## config.mk

```make
export PLATFORM = sky130hd
export DESIGN_NAME = cadder_seq_ctrl
export DESIGN_NICKNAME = d
export VERILOG_FILES = /design/src/rtl/cadder_seq_ctrl.sv
export SDC_FILE = /design/constraint.sdc
export NUM_CORES = 1
export LEC_CHECK = 0
export CORE_ASPECT_RATIO = 0.5
export CORE_MARGIN = 4
export CORE_UTILIZATION = 47
export DETAILED_ROUTE_END_ITERATION = 8
export PLACE_DENSITY = 0.8
export SETUP_SLACK_MARGIN = 0.5
export SLEW_MARGIN = 20
export SYNTH_ARGS = -nofsm -noshare
export SYNTH_HDL_FRONTEND = slang
export SYNTH_SLANG_ARGS = --single-unit
```

## constraint.sdc

```tcl
create_clock -name clk -period 2.5 [get_ports clk]
set_input_delay 0.375 -clock clk [delete_from_list [all_inputs] [get_ports clk]]
set_output_delay 0.375 -clock clk [all_outputs]
set_load 0.02 [all_outputs]
```

## src/rtl/cadder_seq_ctrl.sv

```systemverilog
`default_nettype none
// ============================================================================
//  Module      : cadder_seq_ctrl
//  Description : Sequencer for the NOPS-operand carry-save adder. Gathers
//                one operand per beat into a registered operand bank that
//                drives the external adder. After the last operand it waits
//                SETTLE_CYC cycles for the adder tree, then captures the sum
//                and offers it on a valid/ready result port.
//                Optional feature macro: CADDER_CTRL_FLUSH_EN adds a flush
//                input that closes a partially filled frame early.
//  Revision    : 1.0 - initial release
// ============================================================================
module cadder_seq_ctrl #(
  parameter int WIDTH      = 8,
  parameter int NOPS       = 8,
  parameter int SETTLE_CYC = 2
) (
  input  logic                       clk,
  input  logic                       rst,
  input  logic                       in_valid,
  output logic                       in_ready,
  input  logic [WIDTH-1:0]           in_data,
`ifdef CADDER_CTRL_FLUSH_EN
  input  logic                       flush,
`endif
  output logic [WIDTH*NOPS-1:0]      add_ops,
  input  logic [WIDTH-1:0]           add_sum,
  output logic                       out_valid,
  input  logic                       out_ready,
  output logic [WIDTH-1:0]           out_sum,
  output logic [$clog2(NOPS+1)-1:0]  out_count,
  output logic                       busy
);

  // Index/count width holds 0..NOPS; the index parks at NOPS while settling.
  localparam int c_idx_w = $clog2(NOPS + 1);
  localparam int c_cnt_w = $clog2(SETTLE_CYC + 1);
  localparam logic [c_idx_w-1:0] c_last_idx = c_idx_w'(NOPS - 1);

  typedef enum logic [1:0] {
    S_FILL   = 2'd0,
    S_SETTLE = 2'd1,
    S_OUT    = 2'd2
  } state_t;

  state_t               r_state;
  logic [c_idx_w-1:0]   r_idx;
  logic [c_cnt_w-1:0]   r_cnt;
  logic [WIDTH-1:0]     r_slot [NOPS];
  logic [WIDTH-1:0]     r_out_sum;
  logic [c_idx_w-1:0]   r_out_count;
  logic                 r_out_valid;

  logic                 w_in_ready;
  logic                 w_accept;
  logic                 w_flush;
  logic                 w_flush_go;
  logic                 w_frame_end;
  logic [c_idx_w-1:0]   w_fill_count;

`ifdef CADDER_CTRL_FLUSH_EN
  assign w_flush = flush;
`else
  assign w_flush = 1'b0;
`endif

  // Ready only while filling; reset masks it so nothing is taken during reset.
  assign w_in_ready   = (r_state == S_FILL) & ~rst;
  assign w_accept     = in_valid & w_in_ready;

  // Operands held after this edge, including a beat accepted right now.
  assign w_fill_count = r_idx + c_idx_w'(w_accept);

  // A flush only closes a frame that holds (or is just receiving) an operand.
  assign w_flush_go   = (r_state == S_FILL) & w_flush &
                        ((r_idx != '0) | w_accept);
  assign w_frame_end  = (w_accept & (r_idx == c_last_idx)) | w_flush_go;

  // Sequencer: operand collection, settle wait, result hand-off.
  always_ff @(posedge clk) begin
    if (rst) begin
      r_state     <= S_FILL;
      r_idx       <= '0;
      r_cnt       <= '0;
      r_out_sum   <= '0;
      r_out_count <= '0;
      r_out_valid <= 1'b0;
      for (int k = 0; k < NOPS; k++) begin
        r_slot[k] <= '0;
      end
    end else begin
      case (r_state)
        S_FILL: begin
          if (w_accept) begin
            for (int k = 0; k < NOPS; k++) begin
              if (r_idx == c_idx_w'(k)) begin
                r_slot[k] <= in_data;
              end
            end
            r_idx <= w_fill_count;
          end
          if (w_frame_end) begin
            r_cnt       <= c_cnt_w'(SETTLE_CYC);
            r_out_count <= w_fill_count;
            r_state     <= S_SETTLE;
          end
        end

        S_SETTLE: begin
          // The bank has been stable since the closing edge; sample the
          // adder once its tree has had SETTLE_CYC cycles to resolve.
          r_cnt <= r_cnt - c_cnt_w'(1);
          if (r_cnt == c_cnt_w'(1)) begin
            r_out_sum   <= add_sum;
            r_out_valid <= 1'b1;
            r_state     <= S_OUT;
          end
        end

        S_OUT: begin
          // Clearing the bank here means unwritten slots of the next frame
          // read zero, which is what a short (flushed) frame relies on.
          if (out_ready) begin
            r_out_valid <= 1'b0;
            r_idx       <= '0;
            r_state     <= S_FILL;
            for (int k = 0; k < NOPS; k++) begin
              r_slot[k] <= '0;
            end
          end
        end

        default: begin
          r_state <= S_FILL;
        end
      endcase
    end
  end

  // Flatten the operand bank onto the adder bus, slot k at [k*WIDTH +: WIDTH].
  generate
    for (genvar g = 0; g < NOPS; g++) begin : g_pack
      assign add_ops[g*WIDTH +: WIDTH] = r_slot[g];
    end
  endgenerate

  assign in_ready  = w_in_ready;
  assign out_valid = r_out_valid;
  assign out_sum   = r_out_sum;
  assign out_count = r_out_count;
  assign busy      = (r_state != S_FILL) | (r_idx != '0);

endmodule
`default_nettype wire

```

==> flow_summary.yaml, run 1 <==
floorplan:
  floorplan.initialDensity_pct: 49.6
  design.portCount: 99
  core_region_area_sq_mm: 0.00686
  fp.dieW_um: 128
  die_height_um: 68.1
  num_rows: 21
  design.die.area_sq_mm: 0.00874
drt:
  count_of_nets_left_with_antenna_violations_after_detail_routing: 0
  dr.first_iter.drc_count: 183
  via_count: 2750
  post_drt_wl_per_cell_um: 17.0
  drt_drc_violations_left: 0
  wl_um: 8750
  route.detailed.vias_per_inst: 5.34
  drt_pre_antenna_iters: 4
sta:
  final.setup.tns_ps: 0
  rsz0062_at_grt: "false"
  slew_headroom_pct: 63.3
  finalSetupViolations: 0
  final.period_utilization_pct: 76.7
  worst_slew_pin_slew_ps: 549
  timing_hold_violations_final: 0
  clock_skew_after_layout_ps: 3.27
  worst_slack_ps: 582
  fmaxAchievable_ghz: 0.521
  final.min_clock_period_ps: 1920
  fin_worst_hold_slack_ps: 467
  final_max_slew_viol_count: 0
setup_path:
  criticalPathCategory: "in2reg"
  crit-reg2reg-capture: "r_idx[2]$_SDFFE_PP0P_"
  worst_setup_path_end_kind: "flop"
  critPathArrivalTime_ps: 2190
  rrSetupSlack_ps: 590
  start_kind: "input pin"
  worst-path-max-fanout: 3
  worstReg2RegStart: "r_state[0]$_SDFFE_PP0P_"
  cp_data_required_time_ps: 2770
  reg2regPathDepth: 7
status:
  outcome: "complete, no violations"
clock_network:
  tritoncts: "built"
  cts_buffer_depth: 2
  cts_htree_levels: 3
  tritoncts.num_buffers: 9
  clk_pin_slew_worst_paths_ps: 60
  numClockSinks: 85
  clk_root_buffer_cell: "sky130_fd_sc_hd__clkbuf_16"
  post_cts_hold_buffer_count: 0
  clock_latency_ps: 340
grt:
  grt_start_max_net_pins: 33
  antenna_found_initial: 0
  grt_pass1_wl_um: 13500
  global_route.usage.total_pct: 20.3
  globalRouteOverflowTotal: 0
  grt_pass1_vias: 2642
power_and_ir_drop:
  total_power_mw: 2.91
  peakVddDrop_v: 0.000384
  power_per_cell_area_mw_per_mm2: 602
  power_leakage_nw: 1.97
synthesis:
  yosys_warnings: 0
  synth.lib_cells_used.distinct: 38
  postSynthAreaPerCell_sq_um: 10.7
  synthesis.nets: 340
  synth_cells: 317
  ys_seq_elements: 85
  ys_seq_area_share_pct: 59.5
  synth.cell_area_sq_mm: 0.00340
placement:
  placed_cell_area_sq_mm: 0.00449
  dp.final_hpwl_um: 6230
  place_congestion: 0.835
  dpl_worst_slack_ps: 172
  place_inst: 494
  port_buffers: 98
layout:
  layout.core_utilization_pct: 70.5
  layout.cells.non_filler: 515
  syn2layout_area_growth_pct: 42.3
  stdcell_area_sq_mm: 0.00484
  final_common_cell: "sky130_fd_sc_hd__clkdlybuf4s50_1"
  antenna_cells: 0
  layout_common_cells: "sky130_fd_sc_hd__clkdlybuf4s50_1, sky130_fd_sc_hd__dfxtp_1, sky130_fd_sc_hd__nand3_1"
  post_route_cells_drive_above_1_share_pct: 10.4
  number_of_nets_in_the_layout: 441
hold_path:
  worst_hold_path.endpoint: "out_valid$_SDFFE_PP0P_"
  worst_hold_startpoint: "out_valid$_SDFFE_PP0P_"
  min_path_type: "reg2reg"
  min_path_cells: 2
job:
  max_cap_violations: 0
==> flip-flops by register name, summed over array words and instances, names as in the netlist <==
name / count
out_count: 4
out_sum: 8
out_valid: 1
r_cnt: 2
r_idx: 4
r_slot: 64
r_state: 2
==> synth_stat cells <==
cell type | count | area [sq um]
sky130_fd_sc_hd__inv_1 | 9 | 33.8
sky130_fd_sc_hd__o211ai_1 | 2 | 15.0
sky130_fd_sc_hd__or2_2 | 1 | 6.26
sky130_fd_sc_hd__mux2i_1 | 32 | 320
sky130_fd_sc_hd__clkbuf_2 | 1 | 5.00
sky130_fd_sc_hd__o32ai_1 | 1 | 8.76
sky130_fd_sc_hd__buf_2 | 4 | 20.0
sky130_fd_sc_hd__or3_1 | 1 | 6.26
sky130_fd_sc_hd__nand3_2 | 3 | 30.0
sky130_fd_sc_hd__buf_1 | 1 | 3.75
sky130_fd_sc_hd__dfxtp_1 | 53 | 1060
sky130_fd_sc_hd__nand2_1 | 18 | 67.6
sky130_fd_sc_hd__or4bb_1 | 1 | 11.3
sky130_fd_sc_hd__clkbuf_1 | 15 | 56.3
sky130_fd_sc_hd__and4b_1 | 1 | 10.0
sky130_fd_sc_hd__buf_6 | 1 | 11.3
sky130_fd_sc_hd__nor3_1 | 1 | 5.00
sky130_fd_sc_hd__buf_4 | 1 | 7.51
sky130_fd_sc_hd__edfxtp_1 | 32 | 961
sky130_fd_sc_hd__nand4b_1 | 1 | 8.76
sky130_fd_sc_hd__xor2_1 | 1 | 8.76
sky130_fd_sc_hd__and2_1 | 9 | 56.3
sky130_fd_sc_hd__nor4b_4 | 1 | 23.8
sky130_fd_sc_hd__o21ai_0 | 11 | 55.1
sky130_fd_sc_hd__nand4_1 | 1 | 6.26
sky130_fd_sc_hd__ha_1 | 3 | 37.5
sky130_fd_sc_hd__and3_1 | 2 | 12.5
sky130_fd_sc_hd__nor2_1 | 34 | 128
sky130_fd_sc_hd__a21oi_1 | 20 | 100
sky130_fd_sc_hd__nor4_2 | 1 | 12.5
sky130_fd_sc_hd__a311oi_1 | 2 | 17.5
sky130_fd_sc_hd__or4b_1 | 2 | 20.0
sky130_fd_sc_hd__nand2b_1 | 2 | 12.5
sky130_fd_sc_hd__nand3b_1 | 2 | 15.0
sky130_fd_sc_hd__nand3_1 | 42 | 210
sky130_fd_sc_hd__xnor2_1 | 1 | 8.76
sky130_fd_sc_hd__nor2b_1 | 3 | 18.8
sky130_fd_sc_hd__o22ai_1 | 1 | 6.26
==> final cells by class <==
cell class | count | area, sq um
Clock inverter | 6 | 46.3
Tap cell | 92 | 115
Sequential cell | 85 | 2020
Multi-Input combinational cell | 200 | 1280
Inverter | 9 | 36.3
Fill cell | 500 | 2020
Clock buffer | 10 | 239
Timing Repair Buffer | 113 | 1100
==> layer usage <==
| metal | vias to the layer above | wire length (um) | global-route usage (%) |
|---|---|---|---|
| li1 | 1318 | - | - |
| met1 | 1332 | 3680 | 24.3 |
| met2 | 84 | 4440 | 35.7 |
| met3 | 16 | 470 | 5.53 |
| met4 | 0 | 162 | 7.94 |
| met5 | - | 0 | 0 |
==> power by group <==
part	total [mW]	switching (mW)	leakage, nW	internal [mW]
clock	1.24	0.537	0.135	0.706
combinational	0.201	0.113	1.08	0.0886
sequential	1.47	0.00891	0.759	1.46
total	2.91	0.658	1.97	2.25
==> critical path, cell delays in order <==
cell and delay (ps):
sky130_fd_sc_hd__clkdlybuf4s50_1 430, sky130_fd_sc_hd__or4b_4 570, sky130_fd_sc_hd__inv_4 90, sky130_fd_sc_hd__ha_4 140
sky130_fd_sc_hd__ha_4 140, sky130_fd_sc_hd__inv_2 30, sky130_fd_sc_hd__or3_1 300, sky130_fd_sc_hd__a21oi_1 120
==> worst max-delay path by stage <==
stage | cells past startpoint | to | from | slack, ps
6_report | 8 | r_idx[2]$_SDFFE_PP0P_ | rst | 580
3_5_place_dp | 5 | r_slot[0][7]$_SDFFCE_PN0P_ | rst | 170
4_1_cts | 3 | busy | r_state[0]$_SDFFE_PP0P_ | 380
2_1_floorplan | 9 | r_idx[2]$_SDFFE_PP0P_ | rst | 500
5_1_grt | 5 | r_slot[0][12]$_SDFFCE_PN0P_ | rst | 510
3_3_place_gp | 8 | r_idx[2]$_SDFFE_PP0P_ | in_valid | 190
==> logic make-up after synthesis <==
| family | synth area share [%] |
|---|---|
| and+or+nand+nor | 19.4 |
| DFF | 59.5 |
| AOI/OAI and AO/OA | 5.96 |
| buffers and inverters | 4.05 |
| muxes | 9.43 |
| adders and majority gates | 1.10 |
| xor gates and xnor gates | 0.516 |
==> repair_timing <==
action	in CTS	in global routing
pin swaps	1	1
buffers inserted	1	4
gates resized for setup	2	5
endpoints found under the setup margin	2	15
Note: power is estimated with default switching activity, not from simulation.
==> inputs of run 2 (changes only) <==
--- a/config.mk
+++ b/config.mk
@@ -7,9 +7,9 @@
 export LEC_CHECK = 0
 export CORE_ASPECT_RATIO = 0.5
 export CORE_MARGIN = 4
-export CORE_UTILIZATION = 47
+export CORE_UTILIZATION = 42
 export DETAILED_ROUTE_END_ITERATION = 8
-export PLACE_DENSITY = 0.8
+export PLACE_DENSITY = 0.76
 export SETUP_SLACK_MARGIN = 0.5
 export SLEW_MARGIN = 20
 export SYNTH_ARGS = -nofsm -noshare
==> constraint.sdc (replaced) <==
create_clock -name clk -period 1.5 [get_ports clk]
set_input_delay 0.225 -clock clk [delete_from_list [all_inputs] [get_ports clk]]
set_output_delay 0.225 -clock clk [all_outputs]
set_load 0.02 [all_outputs]
==> run 2 against run 1 <==
  * The run now ends with setup timing left
  * Global-route usage increased by 1.9 points
  * Combinational power is 120% higher
  * Critical endpoint is now out_count[3]$_SDFFE_PP0P_
  * Final area is 27% higher
  * Cell count up 16%
  * Routed wire length increased by 43%
  * Utilization increased by 10 points
  * Clock power rose by 96%
  * Flip-flop and latch count stayed put
  * Critical path depth is 1 lower
==> flow_summary.yaml, run 2 (synthesis gave the netlist of run 1 again) <==
sta:
  worst_slew_pin_slew_ps: 411
  timing_hold_violations_final: 0
  rsz0062_at_grt: "true"
  slew_headroom_pct: 72.5
  finalSetupViolations: 107
  worst_slack_ps: -352
  final_max_slew_viol_count: 0
  final.min_clock_period_ps: 1850
  clock_skew_after_layout_ps: 7.58
  final.period_utilization_pct: 123
  fmaxAchievable_ghz: 0.540
grt:
  globalRouteOverflowTotal: 0
  grt_pass1_vias: 3134
  grt_start_max_net_pins: 30
  global_route.usage.total_pct: 22.2
  grt_pass1_wl_um: 16400
  antenna_found_initial: 0
clock_network:
  numClockSinks: 85
  clk_root_buffer_cell: "sky130_fd_sc_hd__clkbuf_16"
  tritoncts: "built"
  clk_pin_slew_worst_paths_ps: 60
  cts_buffer_depth: 2
  tritoncts.num_buffers: 9
  post_cts_hold_buffer_count: 0
  cts_htree_levels: 3
  clock_latency_ps: 350
setup_path:
  cp_data_required_time_ps: 1730
  worst-path-max-fanout: 2
  crit_buf_inv: 2
  worst_path_dominant_cell_family: "simple AND/OR/NAND/NOR gates"
  start_kind: "flop"
  cpPeakStageDelay_ps: 580
  critPathArrivalTime_ps: 2080
  criticalPathCategory: "reg2reg"
  slowest_stage: "sky130_fd_sc_hd__or4b_4"
  cell_by_cell_trace_of_the_critical_path: "or4b_4 > inv_4 > ha_4 > buf_4 > nand3_2 > xor2_1 > a311oi_1"
  worst_setup_path_end_kind: "flop"
floorplan:
  core_region_area_sq_mm: 0.00760
  die_height_um: 71.6
  design.die.area_sq_mm: 0.00968
  fp.dieW_um: 135
  design.portCount: 99
  num_rows: 22
  floorplan.initialDensity_pct: 44.7
placement:
  dp.final_hpwl_um: 6480
  place_congestion: 0.803
  dpl_worst_slack_ps: -635
  port_buffers: 98
power_and_ir_drop:
  pwr-share-seq_pct: 46.1
  power_per_cell_area_mw_per_mm2: 866
  p_sw_mw: 1.22
  swShare_pct: 23.0
  intPower_mw: 4.11
  combPwrFrac_pct: 8.4
  peakVddDrop_v: 0.000646
  power.share.clock_pct: 45.6
  power_leakage_nw: 2.67
  total_power_mw: 5.33
layout:
  number_of_nets_in_the_layout: 507
  syn2layout_area_growth_pct: 81.0
  num-fill-cells: 369
  post_route_cells_drive_above_1_share_pct: 60.7
  max_reg_flops: 64
  final_common_cell: "sky130_fd_sc_hd__buf_6"
  antenna_cells: 0
  regMostFlops: "r_slot"
  layout_common_cells: "sky130_fd_sc_hd__buf_6, sky130_fd_sc_hd__buf_4, sky130_fd_sc_hd__dfxtp_2"
status:
  outcome: "complete, but fails checks"
  violations: "setup timing"
drt:
  wl_um: 12500
  dr.first_iter.drc_count: 254
  count_of_nets_left_with_antenna_violations_after_detail_routing: 0
  via_count: 3274
  drt_pre_antenna_iters: 5
  drt_drc_violations_left: 0
  route.detailed.vias_per_inst: 5.48
  post_drt_wl_per_cell_um: 21.0
hold_path:
  min_path_type: "in2reg"
job:
  max_cap_violations: 0
run 2: changes by cell type in the layout (fill, tap and decap cells not counted), sizes merged:
cell,before,now
clkdlybuf4s50,95,17
clkinv,2,1
buf,15,159
bufbuf,0,1
dlymetal6s2s,2,1
bufinv,0,2
clkinvlp,2,1
run 2: final cells by class:
class / instances / area [sq um] / area share, %
Inverter: 9 / 36.3 / 0.590
Sequential cell: 85 / 2080 / 33.8
Timing Repair Buffer: 179 / 1840 / 29.9
Tap cell: 108 / 135 / 2.20
Multi-Input combinational cell: 200 / 1740 / 28.2
Clock inverter: 6 / 93.8 / 1.53
Clock buffer: 10 / 229 / 3.72
run 2: final timing paths:
kind | from | slack (ps) | cells after the start | end
worst max-delay path | r_state[0]$_SDFFE_PP0P_ | -350 | 7 | out_count[3]$_SDFFE_PP0P_
worst min-delay path | rst | 450 | 3 | r_state[1]$_SDFFE_PP0P_
worst max register to register | r_state[0]$_SDFFE_PP0P_ | -350 | 7 | out_count[3]$_SDFFE_PP0P_
worst min register to register | out_valid$_SDFFE_PP0P_ | 480 | 2 | out_valid$_SDFFE_PP0P_
run 2: metal layers:
| layer | GRT usage [%] | vias to the layer above | wire [um] |
|---|---|---|---|
| met2 | 39.5 | 171 | 6500 |
| li1 | - | 1461 | - |
| met3 | 6.31 | 42 | 736 |
| met4 | 10.3 | 0 | 439 |
| met5 | 0 | - | 0 |
| met1 | 25.1 | 1600 | 4850 |
run 2: power groups by stage:
stage | Combinational [mW] | Sequential (mW) | Clock (mW)
6_report | 0.446 | 2.46 | 2.43
5_1_grt | 0.466 | 2.46 | 2.55
4_1_cts | 0.378 | 2.45 | 2.43
3_5_place_dp | 0.367 | 2.50 | 0
3_3_place_gp | 0.362 | 2.50 | 0
2_1_floorplan | 0.108 | 2.55 | 0
run 2: worst register-to-register path, stage by stage (launching register included):
cell	delay (ps)
sky130_fd_sc_hd__dfxtp_1	330
sky130_fd_sc_hd__or4b_4	580
sky130_fd_sc_hd__inv_4	90
sky130_fd_sc_hd__ha_4	140
sky130_fd_sc_hd__buf_4	110
sky130_fd_sc_hd__nand3_2	70
sky130_fd_sc_hd__xor2_1	160
sky130_fd_sc_hd__a311oi_1	270
run 2: per-stage QoR:
step	area, sq um	hold slack [ps]	utilization, %	TNS (ps)	cells
2_1_floorplan	3590	357	-	-8260	317
3_3_place_gp	4830	439	63.5	-41230	536
3_5_place_dp	4830	445	63.5	-45250	536
4_1_cts	5650	421	74.3	-8100	576
5_1_grt	6150	461	81.0	-21900	597
6_report	6150	448	81.0	-16680	597
run 2: what timing repair did:
item	in CTS	in global routing
endpoints found under the setup margin	196	196
cloned	2	1
setup buffers	22	20
resized for setup	540	101
hold endpoints to repair	0	0
pin swaps	34	24
